[config.mk]
export PLATFORM = sky130hd
export DESIGN_NAME = seq_detect_param
export DESIGN_NICKNAME = d
export VERILOG_FILES = /design/src/rtl/seq_detect_param.sv
export SDC_FILE = /design/constraint.sdc
export NUM_CORES = 1
export LEC_CHECK = 0
export BUFFER_PORTS_ARGS = -buffer_cell sky130_fd_sc_hd__buf_2
export CAP_MARGIN = 10
export CORE_MARGIN = 2
export CORE_UTILIZATION = 24
export DETAILED_ROUTE_END_ITERATION = 16
export GPL_ROUTABILITY_DRIVEN = 0
export PLACE_DENSITY_LB_ADDON = 0.08
export SLEW_MARGIN = 20
export SYNTH_ARGS = -nofsm -noshare
export SYNTH_HDL_FRONTEND = slang
export SYNTH_SLANG_ARGS = --single-unit
[constraint.sdc]
create_clock -name clk -period 2.8 [get_ports clk]
set_clock_uncertainty 0.05 [all_clocks]
set_input_delay 0.28 -clock clk [delete_from_list [all_inputs] [get_ports clk]]
set_output_delay 0.28 -clock clk [all_outputs]
set_load 0.005 [all_outputs]
[src/rtl/seq_detect_param.sv]
// seq_detect_param: serial bit-pattern detector with programmable pattern,
// length and overlap mode, selectable Mealy/Moore match output and a
// saturating match counter.
module seq_detect_param #(
    parameter int unsigned MAX_LEN = 8,
    parameter int unsigned CNT_W   = 8,
    parameter int unsigned MEALY   = 1
) (
    input  logic               clk,
    input  logic               rst,
    input  logic               ip,
    input  logic               ip_valid,
    input  logic               cfg_load,
    input  logic [MAX_LEN-1:0] pattern,
    input  logic [3:0]         len,
    input  logic               overlap,
    output logic               op,
    output logic [CNT_W-1:0]   match_cnt,
    output logic               cnt_sat,
    output logic               cfg_err
);

    localparam logic [3:0]       FILL_MAX = 4'(MAX_LEN);
    localparam logic [CNT_W-1:0] CNT_MAX  = '1;

    logic [MAX_LEN-1:0] pat_r;
    logic [3:0]         len_r;
    logic               ovl_r;
    logic [MAX_LEN-1:0] hist;
    logic [3:0]         fill;
    logic               op_r;

    logic [MAX_LEN-1:0] window;
    logic [MAX_LEN-1:0] mask;
    logic               fill_ok;
    logic               hit;

    // Compare the newest len_r bits (history plus the bit on the wire) to the pattern.
    always_comb begin
        mask = '0;
        for (int unsigned i = 0; i < MAX_LEN; i++) begin
            mask[i] = (i < 32'(len_r));
        end
        window  = {hist[MAX_LEN-2:0], ip};
        fill_ok = (({1'b0, fill} + 5'd1) >= {1'b0, len_r});
        // A load on the same edge discards the bit, so it can never count as a hit.
        hit     = ip_valid && !cfg_load && !cfg_err && fill_ok &&
                  (((window ^ pat_r) & mask) == '0);
    end

    // Configuration, history, fill level, counter and registered match flag.
    always_ff @(posedge clk or negedge rst) begin
        if (!rst) begin
            pat_r     <= '0;
            len_r     <= '0;
            ovl_r     <= 1'b0;
            hist      <= '0;
            fill      <= '0;
            match_cnt <= '0;
            cnt_sat   <= 1'b0;
            cfg_err   <= 1'b1;
            op_r      <= 1'b0;
        end else if (cfg_load) begin
            pat_r     <= pattern;
            len_r     <= len;
            ovl_r     <= overlap;
            hist      <= '0;
            fill      <= '0;
            match_cnt <= '0;
            cnt_sat   <= 1'b0;
            cfg_err   <= (len == 4'd0) || (len > FILL_MAX);
            op_r      <= 1'b0;
        end else begin
            op_r <= hit;
            if (ip_valid) begin
                if (hit && !ovl_r) begin
                    hist <= '0;
                    fill <= '0;
                end else begin
                    hist <= window;
                    if (fill != FILL_MAX) begin
                        fill <= fill + 4'd1;
                    end
                end
            end
            if (hit && (match_cnt != CNT_MAX)) begin
                match_cnt <= match_cnt + CNT_W'(1);
                if (match_cnt == (CNT_MAX - CNT_W'(1))) begin
                    cnt_sat <= 1'b1;
                end
            end
        end
    end

    assign op = (MEALY != 0) ? hit : op_r;

endmodule

==> impl_metrics.ini, run 1 <==
[pwr]
seqPwrFrac_pct = 51.1
p_switching_mw = 0.298
swShare_pct = 27.5
static-leakage-power_nw = 1.00
p_per_area_mw_per_mm2 = 482
irDropWorstVdd_uv = 235
p_comb_share_pct = 13.6
clock_power_share_pct = 35.3
p_int_mw = 0.786

[finish]
layout_commonest_cell = dfrtp_1
diodes = 0
final_cell_mix = dfrtp_1, buf_2, o21ai_0, nand2_1, nor2_1
post-route-util_pct = 29.6
num-nets-final = 244
drive_gt1_share_pct = 26.9
syn_to_final_growth_pct = 20.6

[floorplan]
die_h_um = 92.1
num_io_pins = 29
rows = 32
initial_core_util_pct = 24.5
fp.dieW_um = 92.1
die_area_mm2 = 0.00849
core_mm2 = 0.00761

[drt]
wl_um = 4570
drt_iter0_markers = 27
wl_per_cell_um = 14.2
vias = 1454
routed_via_density = 4.53
drtPass1Iterations = 3
drc = 0
ant_nets = 0

[global_routing]
grt.total_usage_pct = 11.8
grt-ovfl-total = 0
grt_start_max_net_pins = 36
antenna_found_initial = 0
grt_pass1_vias = 1525
grt_pass1_wl_um = 7880

[logic_synthesis]
synthesis.area_per_instance_um2 = 10.1
ys_seq_area_share_pct = 45.7
syn_inst = 184
synth_ff_type = dfrtp_1
yosysTopAreaCellShare_pct = 44.3
synth_area_mm2 = 0.00186
async_reset_ff_share_pct = 100
syn_nets = 210
synth_warnings = 0
synth_cell_types = 36
ys_ff_latch = 34
ys_top_cells_by_area = dfrtp_1, mux2_2, ha_1, xnor2_1, o21ai_0
synth_edf_count = 0
yosys.area.top_type = dfrtp_1

[timing]
slew_viol_final = 0
fmax_mhz = 379
maxSlewHeadroom_pct = 47.7
min_period_ns = 2.64
setup_viol = 0
hold_viol = 0
tns_ns = 0
rsz0062_at_grt = no
tightest_slew_ns = 0.785
post-route-period-util_pct = 94.2

[place]
hpwl_um = 3200
portBuffers = 28

[critical_path]
cp-start-kind = flop
r2r_setup_slack_ns = 0.41
crit_type = flop to output pin
worstPathRequired_ns = 2.47
cp.arrival_ns = 2.31
worstReg2RegStart = fill[0]$_DFFE_PN0P_
critPathLaunch = fill[0]$_DFFE_PN0P_
crit_path_end_kind = output pin
crit_fanout = 5

[status]
status = complete, no violations

[clocking]
cts_max_path_buffers = 2
numClockSinks = 34
clk_latency_ns = 0.28
clk_pin_slew_worst_paths_ns = 0.07
htreeDepth = 2
cts_buffers = 5
cts_tree = done
cts_root_buf = clkbuf_8

[run]
max_cap_violations = 0

[hold_path]
hp-class = primary input to async pin
metal layers:
metal | share of wire, % | wire length (um) | global-route usage [%]
met4 | 1.1 | 51 | 3.73
met5 | 0 | 0 | 0
met2 | 47 | 2140 | 18.7
met1 | 49 | 2230 | 16.0
met3 | 3.2 | 147 | 2.71
final timing paths:
check                                                end  cells after the start
worst max-delay path                                  op                      8
worst min-delay path            match_cnt[5]$_DFFE_PN0P_                      1
worst max register to register       fill[3]$_DFFE_PN0P_                      8
worst min register to register       cnt_sat$_DFFE_PN0P_                      2
max in group asynchronous            hist[1]$_DFFE_PN0P_                      1
min in group clk                    pat_r[1]$_DFFE_PN0P_                      2
cells by family after synthesis:
family,after synthesis,share of synthesized area [%]
and+or+nand+nor,61,17.2
AOI/OAI and AO/OA,34,12.1
DFF,34,45.7
xor gates and xnor gates,17,7.99
buffers and inverters,16,3.22
muxes,14,8.32
adders and majority gates,8,5.37
power groups by stage:
stage               Clock (mW)  Sequential [mW]  Combinational, mW
CTS                      0.409            0.554              0.146
floorplan                    0            0.550             0.0994
finish                   0.383            0.553              0.147
global placement             0            0.563              0.147
detailed placement           0            0.564              0.145
global route             0.430            0.559              0.171
repair_timing:
action / 4_1_cts / 5_1_grt
resized for setup: 0 / 3
setup buffers: 0 / 2
hold buffers: 0 / 0
endpoints found under the setup margin: 0 / 1
state kept, by name, summed over array words and instances, names as in the netlist:
register,cells
match_cnt,8
cfg_err,1
len_r,4
fill,4
cnt_sat,1
pat_r,8
ovl_r,1
hist,7
through the flow:
| step | setup WS (ns) | hold slack (ns) | power, mW | area, um^2 | cells |
|---|---|---|---|---|---|
| floorplan | 0.468 | -0.0656 | 0.649 | 1860 | 184 |
| global placement | 0.365 | 0.384 | 0.710 | 2140 | 311 |
| detailed placement | 0.342 | 0.382 | 0.709 | 2140 | 311 |
| CTS | 0.0261 | 0.0644 | 1.11 | 2230 | 319 |
| global route | 0.0277 | 0.0929 | 1.16 | 2250 | 321 |
| finish | 0.163 | 0.0249 | 1.08 | 2250 | 321 |
layout make-up:
| cell class | instances | area, um^2 |
|---|---|---|
| fill | 823 | 5360 |
| multi-input combinational | 134 | 958 |
| sequential | 34 | 852 |
| timing repair buffer | 34 | 185 |
| tap | 102 | 128 |
| clock buffer | 7 | 86.3 |
| inverter | 9 | 33.8 |
| clock inverter | 1 | 5.00 |
cell usage after synthesis, drive strengths merged (3+ instances only):
library cell and n:
ha 8, nor4 3, xnor2 11, nand4 5
clkbuf 7, xor2 6, nand3 3, nor3 7
and3 3, nand2 16, o21ai 16, inv 9
dfrtp 33, a21oi 3, mux2 12, and4 3
nor2 12, a32oi 7
worst max-delay path, cell delays in order (launching register included):
cell and delay [ns]:
dfrtp_1 0.41, ha_1 0.25, xor2_1 0.15, ha_1 0.28, o21ai_0 0.07, o21a_2 0.25, or3_4 0.40, inv_2 0.10
buf_2 0.12
No activity file was read; power rests on OpenSTA's default activity.
==> run 2: changes to the inputs <==
CORE_UTILIZATION = 53   (was 24)
CTS_CLUSTER_SIZE = 20   (was default)
HOLD_SLACK_MARGIN = 0.15   (was default)
==> run 2 against run 1 <==
Against the previous run: die area down 53%; sequential share of layout area down 0.82 points; design area up 2.5%; combinational power up 12%; setup slack worse by 0.076 ns; count of clock-buffer cells in the layout down 2; maximum frequency down 2.8%; clock power down 34%; utilization up 39 points; cell count down 13%; global-route usage up 9.6 points; critical endpoint unchanged; largest cell class unchanged; highest routed layer unchanged.
==> impl_metrics.ini, run 2 (same netlist as run 1, synthesis figures left out) <==
[critical_path]
crit_type = flop to output pin
cp.arrival_ns = 2.38
critPathLaunch = fill[0]$_DFFE_PN0P_
path_cells = inv_1 > ha_1 > ha_1 > a211oi_1 > o21a_2 > or3_4 > inv_2 > buf_2
critical_path.most_common_cell = ha_1
crit_fanout = 5
worstPathRequired_ns = 2.47
worstReg2RegStart = fill[0]$_DFFE_PN0P_
crit_path_end_kind = output pin
cp-start-kind = flop
cp_slowest_cell = dfrtp_2
slowest_delay_ns = 0.42

[clocking]
clk_pin_slew_worst_paths_ns = 0.10
clk_latency_ns = 0.34
htreeDepth = 2
cts_buffers = 5
numClockSinks = 34
cts_root_buf = clkbuf_4
cts_max_path_buffers = 2
cts_tree = done

[global_routing]
grt.total_usage_pct = 21.4
grt_start_max_net_pins = 36
grt_pass1_wl_um = 6690
grt_pass1_vias = 1562
grt-ovfl-total = 0
antenna_found_initial = 0

[finish]
final_cell_mix = dfrtp_1, buf_2, o21ai_0, nand2_1, dlygate4sd3_1
diodes = 0
drive_gt1_share_pct = 27.4
syn_to_final_growth_pct = 23.6
num-nets-final = 260
stdcell_area_mm2 = 0.00230
reg_top3 = match_cnt x8, pat_r x8, hist x7
fillers = 286
layout_commonest_cell = dfrtp_1

[timing]
hold_viol = 0
setup_slack_ns = 0.0866
tns_ns = 0
fmax_mhz = 369
tightest_slew_ns = 0.796
slew_viol_final = 0
min_period_ns = 2.71
post-route-period-util_pct = 96.9
setup_viol = 0
maxSlewHeadroom_pct = 46.7

[pwr]
irDropWorstVdd_uv = 274
power_mw = 0.971
seqPwrFrac_pct = 57.0
static-leakage-power_nw = 1.05
clock_power_share_pct = 26.1
p_switching_mw = 0.279
swShare_pct = 28.7
p_int_mw = 0.693
p_comb_share_pct = 16.9
p_per_area_mw_per_mm2 = 421

[floorplan]
num_io_pins = 29
fp.dieW_um = 63.3
core_mm2 = 0.00336
initial_core_util_pct = 55.4
die_h_um = 63.3
die_area_mm2 = 0.00401
rows = 21

[place]
hpwl_um = 2720
portBuffers = 28
place_area_mm2 = 0.00204
place_ws_ns = 0.286

[run]
max_cap_violations = 0

[drt]
ant_nets = 0
drtPass1Iterations = 4
drt_iter0_markers = 98
wl_um = 3840
vias = 1537
routed_via_density = 5.49
wl_per_cell_um = 13.7
drc = 0

[hold_path]
hold_start = ip
hp-class = primary input to flop

[status]
status = complete, no violations
-- run 2: cell types whose count changed in the layout (fill, tap and decap cells not counted), sizes merged --
cell | before | now
buf | 34 | 36
clkbuf | 7 | 5
dlygate4sd3 | 0 | 14
clkinv | 1 | 2
-- run 2: area by class of cell --
cell class	instances	area, um^2	share of cell area, %
Multi-Input combinational cell	134	971	42.1
Clock inverter	2	10.0	0.434
Timing Repair Buffer	50	340	14.8
Clock buffer	5	37.5	1.63
Sequential cell	34	855	37.1
Tap cell	46	57.6	2.50
Inverter	9	33.8	1.47
-- run 2: through the flow --
stage | hold WS (ns) | std cells | utilization (%)
after floorplan | -0.0656 | 184 | -
after CTS | 0.153 | 277 | 67.2
after global routing | 0.177 | 280 | 68.5
after detailed placement | 0.338 | 252 | 60.8
after global placement | 0.331 | 252 | 60.8
final | 0.157 | 280 | 68.5
-- run 2: layer usage --
layer,track usage [%],routed length [um],vias to the layer above
met3,5.18,134,10
met5,0,0,-
met1,26.1,1680,743
met2,35.6,1950,25
li1,-,-,759
met4,10.3,78,0
-- run 2: worst paths after layout --
kind,end,slack (ns),cells past startpoint
min in group asynchronous,fill[3]$_DFFE_PN0P_,0.47,2
max,op,0.09,8
min reg2reg,cnt_sat$_DFFE_PN0P_,0.48,2
max reg2reg,match_cnt[5]$_DFFE_PN0P_,0.33,8
max in group asynchronous,fill[0]$_DFFE_PN0P_,1.72,2
min,hist[0]$_DFFE_PN0P_,0.16,3
-- run 2: what timing repair did --
action	in CTS	in global routing
resized for setup	1	6
setup endpoints to repair	1	1
endpoints found under the hold margin	46	0
setup buffers	4	3
hold buffers	14	0
-- run 2: power by group through the flow --
| stage | registers [mW] | logic, mW | clock network (mW) |
|---|---|---|---|
| after floorplan | 0.550 | 0.0994 | 0 |
| after global placement | 0.560 | 0.134 | 0 |
| after detailed placement | 0.562 | 0.139 | 0 |
| after CTS | 0.551 | 0.163 | 0.262 |
| after global routing | 0.559 | 0.184 | 0.279 |
| final | 0.554 | 0.164 | 0.254 |
-- run 2: worst max-delay path: cells and delay by family, from the launching register on --
| family | cells | cell delay, ns |
|---|---|---|
| adders and majority gates | 2 | 0.60 |
| DFF | 1 | 0.42 |
| and+or+nand+nor | 1 | 0.41 |
| AOI/OAI and AO/OA | 2 | 0.32 |
| buffers and inverters | 3 | 0.30 |
